--- config.mk ---
export PLATFORM = sky130hd
export DESIGN_NAME = gpio_bus_bridge
export DESIGN_NICKNAME = d
export VERILOG_FILES = /design/src/rtl/gpio_bus_pkg.sv /design/src/rtl/bridge_timeout_ctr.sv /design/src/rtl/gpio_bus_bridge.sv
export SDC_FILE = /design/constraint.sdc
export NUM_CORES = 1
export LEC_CHECK = 0
export CELL_PAD_IN_SITES_DETAIL_PLACEMENT = 1
export CELL_PAD_IN_SITES_GLOBAL_PLACEMENT = 2
export CORE_MARGIN = 5
export CORE_UTILIZATION = 30
export CTS_CLUSTER_DIAMETER = 200
export CTS_CLUSTER_SIZE = 16
export DETAILED_ROUTE_END_ITERATION = 8
export GPL_ROUTABILITY_DRIVEN = 0
export HOLD_SLACK_MARGIN = 0.08
export PLACE_DENSITY = 0.8
export SYNTH_ARGS = -nofsm -noshare
export SYNTH_HDL_FRONTEND = slang
export SYNTH_SLANG_ARGS = --single-unit
--- constraint.sdc ---
create_clock -name clk -period 2.64 [get_ports clk]
set_input_delay 0.66 -clock clk [delete_from_list [all_inputs] [get_ports clk]]
set_output_delay 0.66 -clock clk [all_outputs]
set_load 0.02 [all_outputs]
--- src/rtl/gpio_bus_pkg.sv ---
// Shared definitions for the GPIO word-to-byte bus bridge: FSM states, byte geometry
// and the byte-enable scan helper.
package gpio_bus_pkg;

    localparam int unsigned BYTE_W = 8;
    localparam int unsigned NBYTES = 4;

    typedef enum logic [2:0] {
        S_IDLE,
        S_SETUP,
        S_WAIT,
        S_GAP,
        S_DONE
    } state_e;

    // Lowest enabled byte index at or above 'from'; returns NBYTES when none remain.
    function automatic logic [2:0] next_byte(input logic [3:0] be, input logic [2:0] from);
        logic [2:0] res;
        res = 3'(NBYTES);
        for (int i = NBYTES - 1; i >= 0; i--) begin
            if (be[i] && (3'(i) >= from)) begin
                res = 3'(i);
            end
        end
        return res;
    endfunction

endpackage

--- src/rtl/bridge_timeout_ctr.sv ---
// Per-byte ready timeout: cleared while a byte is being set up, counts WAIT cycles and
// flags expiry on the TIMEOUT-th consecutive WAIT cycle without ready.
module bridge_timeout_ctr #(
    parameter int unsigned TIMEOUT = 255
) (
    input  logic clk,
    input  logic rst,
    input  logic clr,
    input  logic en,
    output logic expire
);

    localparam int unsigned CW = $clog2(TIMEOUT + 1);
    localparam logic [CW-1:0] LAST = CW'(TIMEOUT - 1);

    logic [CW-1:0] cnt_q;

    assign expire = en && (cnt_q == LAST);

    // Wait-cycle counter; saturates at the expiry value.
    always_ff @(posedge clk or negedge rst) begin
        if (!rst) begin
            cnt_q <= '0;
        end else if (clr) begin
            cnt_q <= '0;
        end else if (en && !expire) begin
            cnt_q <= cnt_q + CW'(1);
        end
    end

endmodule

--- src/rtl/gpio_bus_bridge.sv ---
// Word-to-byte bridge in front of the GPIO peripheral. One 32-bit CPU access is run as
// up to four LSB-first byte cycles with a ready handshake and per-byte timeout.
// Optional feature: define GPIO_BRIDGE_BE_EN to skip bytes whose cpu_be bit is clear.
module gpio_bus_bridge #(
    parameter int unsigned ADDR_W     = 32,
    parameter int unsigned TIMEOUT    = 255,
    parameter int unsigned GAP_CYCLES = 1
) (
    input  logic              clk,
    input  logic              rst,
    input  logic              cpu_req,
    input  logic              cpu_we,
    input  logic [ADDR_W-1:0] cpu_addr,
    input  logic [31:0]       cpu_wdata,
    input  logic [3:0]        cpu_be,
    output logic [31:0]       cpu_rdata,
    output logic              cpu_ack,
    output logic              cpu_err,
    output logic              cpu_busy,
    output logic              per_cs,
    output logic              per_wr,
    output logic              per_rd,
    output logic [ADDR_W-1:0] per_addr,
    output logic [7:0]        per_wdata,
    input  logic [7:0]        per_rdata,
    input  logic              per_ready
);

    import gpio_bus_pkg::*;

    localparam logic [2:0] GAP_LAST = 3'(GAP_CYCLES - 1);

    state_e            state_q, state_d;
    logic [1:0]        idx_q, idx_d;
    logic [2:0]        gap_q, gap_d;
    logic              we_q, we_d;
    logic [ADDR_W-3:0] addr_q, addr_d;
    logic [31:0]       wdata_q, wdata_d;
    logic [3:0]        be_q, be_d;
    logic [31:0]       rdata_q, rdata_d;
    logic              err_q, err_d;
    logic [3:0]        be_sel;
    logic [2:0]        first, nxt;
    logic              tmo;

`ifdef GPIO_BRIDGE_BE_EN
    assign be_sel = cpu_be;
    logic unused_in;
    assign unused_in = ^cpu_addr[1:0];
`else
    assign be_sel = 4'hF;
    logic unused_in;
    assign unused_in = ^{cpu_be, cpu_addr[1:0]};
`endif

    bridge_timeout_ctr #(
        .TIMEOUT(TIMEOUT)
    ) u_timeout (
        .clk   (clk),
        .rst   (rst),
        .clr   (state_q == S_SETUP),
        .en    (state_q == S_WAIT),
        .expire(tmo)
    );

    // Next-state: accept, byte sequencing, read capture and timeout abort.
    always_comb begin
        state_d = state_q;
        idx_d   = idx_q;
        gap_d   = gap_q;
        we_d    = we_q;
        addr_d  = addr_q;
        wdata_d = wdata_q;
        be_d    = be_q;
        rdata_d = rdata_q;
        err_d   = err_q;
        first   = next_byte(be_sel, 3'd0);
        nxt     = next_byte(be_q, {1'b0, idx_q} + 3'd1);
        unique case (state_q)
            S_IDLE: begin
                if (cpu_req) begin
                    we_d    = cpu_we;
                    addr_d  = cpu_addr[ADDR_W-1:2];
                    wdata_d = cpu_wdata;
                    be_d    = be_sel;
                    err_d   = 1'b0;
                    if (first == 3'(NBYTES)) begin
                        state_d = S_DONE;
                    end else begin
                        idx_d   = first[1:0];
                        state_d = S_SETUP;
                    end
                end
            end
            S_SETUP: state_d = S_WAIT;
            S_WAIT: begin
                // Ready takes priority over a timeout landing on the same edge.
                if (per_ready) begin
                    if (!we_q) begin
                        rdata_d[BYTE_W*idx_q +: BYTE_W] = per_rdata;
                    end
                    if (nxt == 3'(NBYTES)) begin
                        state_d = S_DONE;
                    end else begin
                        gap_d   = '0;
                        state_d = S_GAP;
                    end
                end else if (tmo) begin
                    err_d = 1'b1;
                    // Bytes not yet received read back as zero after an abort.
                    if (!we_q) begin
                        for (int i = 0; i < NBYTES; i++) begin
                            if (i >= int'(idx_q)) begin
                                rdata_d[BYTE_W*i +: BYTE_W] = '0;
                            end
                        end
                    end
                    state_d = S_DONE;
                end
            end
            S_GAP: begin
                if (gap_q == GAP_LAST) begin
                    idx_d   = nxt[1:0];
                    state_d = S_SETUP;
                end else begin
                    gap_d = gap_q + 3'd1;
                end
            end
            S_DONE: state_d = S_IDLE;
            default: state_d = S_IDLE;
        endcase
    end

    // State and transfer registers.
    always_ff @(posedge clk or negedge rst) begin
        if (!rst) begin
            state_q <= S_IDLE;
            idx_q   <= '0;
            gap_q   <= '0;
            we_q    <= 1'b0;
            addr_q  <= '0;
            wdata_q <= '0;
            be_q    <= '0;
            rdata_q <= '0;
            err_q   <= 1'b0;
        end else begin
            state_q <= state_d;
            idx_q   <= idx_d;
            gap_q   <= gap_d;
            we_q    <= we_d;
            addr_q  <= addr_d;
            wdata_q <= wdata_d;
            be_q    <= be_d;
            rdata_q <= rdata_d;
            err_q   <= err_d;
        end
    end

    // Strobes decode straight from state so an async reset drops them immediately.
    assign per_cs    = (state_q == S_SETUP) || (state_q == S_WAIT);
    assign per_wr    = per_cs && we_q;
    assign per_rd    = per_cs && !we_q;
    assign per_addr  = {addr_q, idx_q};
    assign per_wdata = wdata_q[BYTE_W*idx_q +: BYTE_W];
    assign cpu_rdata = rdata_q;
    assign cpu_ack   = (state_q == S_DONE);
    assign cpu_err   = (state_q == S_DONE) && err_q;
    assign cpu_busy  = (state_q != S_IDLE);

endmodule
==> impl_metrics.tcl, run 1 <==
set metrics [dict create \
    outcome "completed" \
    grt_start_max_net_pins 66 \
    slowest_stage "clkdlybuf4s50_1" \
    num_io_pins 159 \
    power_density_nw_per_um2 1110 \
    fp.coreArea_um2 15900 \
    maxClockFrequency_ghz 0.393 \
    drv_cap 0 \
    n_antenna_cell 0 \
    path_buf_inv 2 \
    synth_largest_area_cell "dfrtp_1" \
    period_needed_ns 2.54 \
    ir_drop_v 0.000537 \
    cts_setup_buffers 0 \
    clk_transition_reported_paths_ns 0.05 \
    holdCritPathClass "primary input to async pin" \
    synthesis.area_um2 4870 \
    vias 3555 \
    dp_hpwl_mm 10.0 \
    setup_tns_ns 0 \
    grt.overflow.total 0 \
    p_leak_uw 0.00307 \
    synth_edf_count 0 \
    yosys.cell_count.top_type "dfrtp_1" \
    start_kind "flop" \
    drc_errors 0 \
    crit_required_ns 1.98 \
    numCtsBuffers 17 \
    cts_max_path_buffers 2 \
    io_buffers 152 \
    fin_nets 614 \
    arrival_ns 1.88 \
    rsz0062_at_grt "no" \
    async_flop_share_pct 100 \
    crit_path_max_fanout 10 \
    max_stage_delay_ns 0.58 \
    cts.sinks 113 \
    antenna_found_initial 0 \
    cts-resized-gates 15 \
    yosysTopAreaCellShare_pct 58.1 \
    ctsHoldBuffers 0 \
    finalClockSkew_ns 0.0113 \
    wl_per_cell_um 18.3 \
    num_rows 46 \
    grt_pass1_vias 4105 \
    path_cells "buf_4, nor2_1, nand2_1, clkdlybuf4s50_1" \
    ys_seq_area_share_pct 58.1 \
    syn_area_per_cell_um2 13.9 \
    synth_area_leaders "dfrtp_1 58%, mux2_2 15%, a22o_1 5.9%, mux4_2 3.7%, ha_1 2.8%" \
    die_area_um2 18900 \
    grt_pass1_wl_mm 22.3 \
    clock_latency_ns 0.41 \
    cts-root-buf "clkbuf_16" \
    finalWirelength_mm 13.7 \
    die-height_um 137 \
    whs_ns 0.201 \
    hold_viol_final 0 \
    ant_nets 0 \
    num-fill-cells 1683 \
    finalCritPeriodShare_pct 96.4 \
    cts_tree "done" \
    synth_cell_types 43 \
    finalSetupViolations 0 \
    slew_violations 0 \
    drive_gt1_share_pct 24.0 \
    synth-seq-cells 113 \
    initial_core_util_pct 30.6 \
    crit_path_end_kind "output port" \
    yosys-top-cells-count "113 x dfrtp_1, 65 x mux2_2, 33 x a22o_1, 18 x nor2_1, 13 x nand2_1" \
    drt-initial-drc-count 123 \
    crit_family "buffers and inverters" \
    ys.flop_type "dfrtp_1" \
    slew_headroom_pct 44.9 \
    vias_per_cell 4.75 \
    area_growth_pct 49.2 \
    synthCells 351 \
    ys_warn_count 0 \
    grt_use_total_pct 15.4 \
    first_pass_iters 4 \
    worstMarginPinSlew_ns 0.826 \
    die_w_um 137 \
    crit_type "flop to output port" \
    h-tree-depth 4 \
    synth_nets 443 \
]
==> through the flow <==
| step | power (uW) | instance area, um^2 | instances | setup slack, ns | utilization (%) |
|---|---|---|---|---|---|
| detailed placement | 6100 | 6720 | 719 | 0.219 | 42.3 |
| global placement | 5960 | 6720 | 719 | 0.247 | 42.3 |
| CTS | 8200 | 7260 | 749 | 0.00779 | 45.7 |
| floorplan | 4580 | 4870 | 351 | 0.545 | - |
| finish | 8050 | 7260 | 749 | 0.0951 | 45.7 |
| global route | 8540 | 7260 | 749 | 0.00281 | 45.7 |
==> metal layers <==
| layer | GRT usage [%] | routed length (um) | share of wire (%) | vias up |
|---|---|---|---|---|
| met3 | 7.56 | 1290 | 9.4 | 12 |
| met5 | 0 | 0 | 0 | - |
| met1 | 18.2 | 5400 | 39 | 1790 |
| li1 | - | - | - | 1637 |
| met2 | 24.5 | 6850 | 50 | 116 |
| met4 | 5.49 | 181 | 1.3 | 0 |
==> worst reg2reg max path: cells and delay by family, from the launching register on <==
family                   cells  cell delay, ns
adder cells (fa/ha/maj)      1            0.35
AO/OA/AOI/OAI                1            0.23
flip-flops                   1            0.52
buffers and inverters        2            0.32
AND/OR/NAND/NOR              3            0.74
==> kinds of logic (layout without fill, tap and decap cells) <==
kind of cell               after synthesis  after routing  share of synthesized area [%]
muxes                                   74             74                           18.9
DFF                                    113            113                           58.1
xor gates and xnor gates                 5              5                          0.900
adders and majority gates               11             11                           2.83
buffers and inverters                   23            205                           2.16
and+or+nand+nor                         70             70                           8.02
AOI/OAI and AO/OA                       55             55                           9.07
==> layout by cell type, fill, tap and decap left out, types with 5 or more instances in the layout <==
master / n
nand2_1: 13
mux4_2: 8
buf_4: 12
dfrtp_1: 111
and3_1: 5
ha_1: 11
dlygate4sd2_1: 12
nand3_1: 9
a21oi_1: 5
clkdlybuf4s50_1: 138
inv_1: 10
mux2_2: 65
clkbuf_16: 17
a22o_1: 33
nor2_1: 16
==> report_power, final <==
group          internal [uW]  switching [uW]
Combinational           1680            1520
Clock                   1320             801
Sequential              2350             375
Total                   5350            2690
==> path summary, 6_finish.rpt <==
check	start	endpoint	slack (ns)	depth (start not counted)
min in group clk	addr_q[10]	addr_q[10]	0.50	1
worst min-delay path	rst	wdata_q[30]	0.20	1
worst max register to register	idx_q[1]	cpu_rdata[17]	0.41	7
worst min register to register	addr_q[10]	addr_q[10]	0.50	1
worst max-delay path	state_q[0]	cpu_busy	0.1	4
max in group asynchronous	rst	cpu_rdata[23]	1.77	2
==> flip-flops by register name (all words and copies together), names as in the netlist, 2 cells and up <==
signal and cells:
wdata_q 32, gap_q 3, idx_q 2, u_timeout.cnt_q 8, state_q 3, addr_q 30
cpu_rdata 32
==> final cells by class <==
type | instances | area [um^2] | share of cell area, %
Timing Repair Buffer | 165 | 1630 | 22.4
Inverter | 10 | 37.5 | 0.517
Clock inverter | 10 | 88.8 | 1.22
Tap cell | 216 | 270 | 3.72
Sequential cell | 113 | 2830 | 39.0
Clock buffer | 20 | 457 | 6.29
Multi-Input combinational cell | 215 | 1950 | 26.9
(Power assumes the default switching activity.)
==> run 2, diff against run 1 <==
--- a/config.mk
+++ b/config.mk
@@ -6,6 +6,4 @@
 export NUM_CORES = 1
 export LEC_CHECK = 0
-export CELL_PAD_IN_SITES_DETAIL_PLACEMENT = 1
-export CELL_PAD_IN_SITES_GLOBAL_PLACEMENT = 2
 export CORE_MARGIN = 5
 export CORE_UTILIZATION = 30
@@ -15,5 +13,6 @@
 export GPL_ROUTABILITY_DRIVEN = 0
 export HOLD_SLACK_MARGIN = 0.08
-export PLACE_DENSITY = 0.8
+export PLACE_DENSITY = 0.56
+export SLEW_MARGIN = 20
 export SYNTH_ARGS = -nofsm -noshare
 export SYNTH_HDL_FRONTEND = slang
==> constraint.sdc (replaced) <==
create_clock -name clk -period 2.64 [get_ports clk]
set_input_delay 0.66 -clock clk [delete_from_list [all_inputs] [get_ports clk]]
set_output_delay 0.66 -clock clk [all_outputs]
set_load 0.005 [all_outputs]
==> impl_metrics.tcl, run 2 (synthesized netlist as in run 1, its figures left out) <==
set metrics [dict create \
    finalCritPeriodShare_pct 96.9 \
    r2r.worst_path.cells 6 \
    num-fill-cells 1459 \
    die_area_um2 18900 \
    worstSetupPathDepth 3 \
    startpoint "idx_q[0]" \
    setup_tns_ns 0 \
    fin_nets 619 \
    rsz0062_at_grt "no" \
    start_kind "flop" \
    cts_max_path_buffers 2 \
    num_io_pins 159 \
    crit_type "flop to output port" \
    drv_cap 0 \
    drt-initial-drc-count 168 \
    power_density_nw_per_um2 1040 \
    finalClockSkew_ns 0.0101 \
    ctsHoldBuffers 0 \
    cts-root-buf "clkbuf_16" \
    holdCritPathClass "primary input to async pin" \
    n_antenna_cell 0 \
    first_pass_iters 4 \
    path_buf_inv 2 \
    crit_required_ns 1.98 \
    cts.sinks 113 \
    ant_nets 0 \
    hold_viol_final 0 \
    place_inst 717 \
    ir_drop_v 0.000428 \
    slowest_stage "mux4_2" \
    numCtsBuffers 17 \
    crit_path_end_kind "output port" \
    clock_latency_ns 0.41 \
    finalWirelength_mm 12.7 \
    slew_headroom_pct 48.0 \
    max_stage_delay_ns 0.48 \
    r2r-end "cpu_rdata[8]" \
    h-tree-depth 4 \
    path_cells "buf_12, mux4_2, clkdlybuf4s50_1" \
    whs_ns 0.151 \
    area_growth_pct 50.9 \
    crit_family "buffers and inverters" \
    regToRegSetupSlack_ns 0.48 \
    timing.rr.start "idx_q[1]" \
    arrival_ns 1.90 \
    final_cell_mix "145 x clkdlybuf4s50_1, 109 x dfrtp_1, 65 x mux2_2" \
    wl_per_cell_um 16.8 \
    drc_errors 0 \
    grt_pass1_wl_mm 19.9 \
    finalSetupViolations 0 \
    initial_core_util_pct 30.6 \
    slew_violations 0 \
    grt_pass1_vias 3759 \
    grt_use_total_pct 13.8 \
    vias 3586 \
    p_leak_uw 0.00309 \
    dp_hpwl_mm 8.86 \
    maxClockFrequency_ghz 0.391 \
    layout_commonest_cell "clkdlybuf4s50_1" \
    crit_path_max_fanout 9 \
    grt_start_max_net_pins 66 \
    drive_gt1_share_pct 25.6 \
    worstSetupEndpoint "per_wdata[4]" \
    clk_transition_reported_paths_ns 0.06 \
    num_rows 46 \
    fin_cells 756 \
    outcome "completed" \
    die_w_um 137 \
    cts_tree "done" \
    grt.overflow.total 0 \
    io_buffers 152 \
    vias_per_cell 4.74 \
    worstMarginPinSlew_ns 0.776 \
    die-height_um 137 \
    period_needed_ns 2.56 \
    fp.coreArea_um2 15900 \
    antenna_found_initial 1 \
]
[run 2: per-layer routing]
layer / vias up / wire, um / GRT usage, %
met5: - / 13 / 0
met4: 2 / 257 / 5.10
met3: 23 / 1050 / 5.95
met2: 116 / 6090 / 21.0
met1: 1787 / 5280 / 17.3
li1: 1658 / - / -
[run 2: final cells by class]
cell class / instances / area, um^2 / area share [%]
Sequential cell: 113 / 2830 / 38.5
Timing Repair Buffer: 170 / 1690 / 23.0
Tap cell: 216 / 270 / 3.68
Inverter: 10 / 37.5 / 0.511
Clock inverter: 15 / 134 / 1.82
Clock buffer: 17 / 425 / 5.79
Multi-Input combinational cell: 215 / 1960 / 26.6
[run 2: per-stage QoR]
step | total power (uW) | setup WS [ns] | util (%) | instance area [um^2]
floorplan | 4060 | 0.659 | - | 4870
global placement | 5420 | 0.311 | 42.2 | 6710
detailed placement | 5480 | 0.263 | 42.2 | 6710
CTS | 7680 | 0.00000933 | 45.8 | 7280
global route | 8090 | 0.00357 | 46.3 | 7350
finish | 7620 | 0.0810 | 46.3 | 7350
[run 2: how the worst min path moves through the flow]
| stage | slack [ns] | start | to | cells past startpoint |
|---|---|---|---|---|
| 2_1_floorplan | 0.36 | rst | addr_q[0] | 0 |
| 3_3_place_gp | 0.49 | wdata_q[19] | wdata_q[19] | 1 |
| 3_5_place_dp | 0.48 | err_q | err_q | 2 |
| 4_1_cts | 0.15 | rst | addr_q[13] | 1 |
| 5_1_grt | 0.16 | rst | addr_q[13] | 1 |
| 6_report | 0.15 | rst | addr_q[13] | 1 |
[run 2: report_power, final]
part	leakage [uW]	total [uW]	switching [uW]	internal, uW
combinational	0.00141	2740	974	1770
clock	0.000270	2150	856	1300
sequential	0.00141	2730	375	2350
[run 2: timing repair]
item,CTS,global route
setup endpoints to repair,11,8
resized for setup,10,6
pin swaps,1,0
setup buffers,0,7
gates cloned,0,0
==> run 3, diff against run 2 <==
Settings changed: CORE_MARGIN 5 to not set, SKIP_LAST_GASP set to 1.
==> impl_metrics.tcl, run 3 (synthesized netlist as in run 1, its figures left out) <==
set metrics [dict create \
    outcome "completed" \
    place_inst 718 \
    grt_use_met3_pct 6.44 \
    finalCritPeriodShare_pct 97.4 \
    clk_transition_reported_paths_ns 0.05 \
    cts-root-buf "clkbuf_16" \
    cts_max_path_buffers 2 \
    grt_use_total_pct 15.7 \
    n_antenna_cell 0 \
    busiest_layer "met2" \
    first_pass_iters 4 \
    ctsHoldBuffers 0 \
    io_buffers 152 \
    antenna_found_initial 0 \
    arrival_ns 1.91 \
    final_cell_mix "145 x clkdlybuf4s50_1, 110 x dfrtp_1, 65 x mux2_2" \
    numCtsBuffers 17 \
    drive_gt1_share_pct 25.0 \
    num_rows 46 \
    cts.sinks 113 \
    grt.overflow.total 0 \
    cts_tree "done" \
    ant_nets 0 \
    slew_violations 0 \
    met2_usage_pct 25.8 \
    vias 3529 \
    crit_required_ns 1.98 \
    vias_per_cell 4.69 \
    pre_cts_ws_ns 0.172 \
    start_kind "flop" \
    path_cells "buf_12, mux4_2, clkdlybuf4s50_1" \
    fin_cells 753 \
    h-tree-depth 4 \
    drt-initial-drc-count 130 \
    p_leak_uw 0.00313 \
    rsz0062_at_grt "yes" \
    finalClockSkew_ns 0.00534 \
    finalSetupViolations 0 \
    grtUsageMet1_pct 18.4 \
    maxClockFrequency_ghz 0.389 \
    die-height_um 129 \
    num-fill-cells 1470 \
    clock_latency_ns 0.41 \
    slowest_stage "mux4_2" \
    area_growth_pct 52.2 \
    holdCritPathClass "primary input to async pin" \
    crit_type "flop to output port" \
    grt_pass1_vias 3759 \
    max_stage_delay_ns 0.49 \
    crit_path_end_kind "output port" \
    die_area_um2 16700 \
    final.setup.worst_slack_ns 0.0699 \
    grt_start_max_net_pins 54 \
    period_needed_ns 2.57 \
    grt_pass1_wl_mm 19.7 \
    hold_viol_final 0 \
    drv_cap 0 \
    layout_commonest_cell "clkdlybuf4s50_1" \
    dp_hpwl_mm 8.43 \
    wl_per_cell_um 16.1 \
    num_io_pins 159 \
    crit_path_max_fanout 7 \
    finalWirelength_mm 12.1 \
    slew_headroom_pct 40.0 \
    power_density_nw_per_um2 1060 \
    worstMarginPinSlew_ns 0.900 \
    fp.coreArea_um2 15900 \
    initial_core_util_pct 30.6 \
    drc_errors 0 \
    ir_drop_v 0.000547 \
    fin_nets 616 \
    die_w_um 129 \
]
run 3: power breakdown:
group | internal (uW) | leakage, uW | switching [uW]
sequential | 2350 | 0.00141 | 370
clock | 1600 | 0.000301 | 800
combinational | 1770 | 0.00141 | 967
run 3: layer usage:
| metal | share of wire (%) | wire (um) | up-vias |
|---|---|---|---|
| met4 | 1.4 | 170 | 0 |
| li1 | - | - | 1635 |
| met2 | 50 | 6060 | 94 |
| met5 | 0 | 0 | - |
| met3 | 6.7 | 810 | 15 |
| met1 | 42 | 5080 | 1785 |
run 3: metrics by stage:
stage	hold slack [ns]	area (um^2)	TNS (ns)	util [%]	total power, uW
final	0.246	7410	0	46.7	7860
after CTS	0.250	7370	0	46.4	7970
after global placement	0.485	6730	0	42.3	5410
after detailed placement	0.492	6730	0	42.3	5490
after floorplan	0.364	4870	0	-	4060
after global routing	0.275	7410	-0.0198	46.7	8350
run 3: worst paths after layout:
check                           from           end  slack (ns)  cells past startpoint
max                         idx_q[0]  per_wdata[4]        0.07                      3
min                              rst    state_q[0]        0.25                      1
max reg2reg                 idx_q[1]  cpu_rdata[8]        0.50                      6
min reg2reg                addr_q[2]     addr_q[2]        0.50                      1
max in group asynchronous        rst   wdata_q[23]        1.77                      2
min in group clk           addr_q[2]     addr_q[2]        0.50                      1
run 3: layout make-up:
class	instances	area, um^2	share of cell area, %
clock buffers	23	498	6.72
well taps	216	270	3.65
multi-input cells	215	1960	26.4
inverters	10	37.5	0.506
clock inverters	9	128	1.72
repair buffers	167	1690	22.8
flip-flops and latches	113	2830	38.2
run 3: what timing repair did:
item / 4_1_cts / 5_1_grt
endpoints found under the hold margin: 0 / 0
endpoints found under the setup margin: 11 / 10
gates resized for setup: 8 / 8
buffers inserted: 1 / 2
run 3: critical path: cells and delay by family (launching register included):
family                 cells  cell delay (ns)
muxes                      1             0.49
DFF                        1             0.39
buffers and inverters      2             0.61
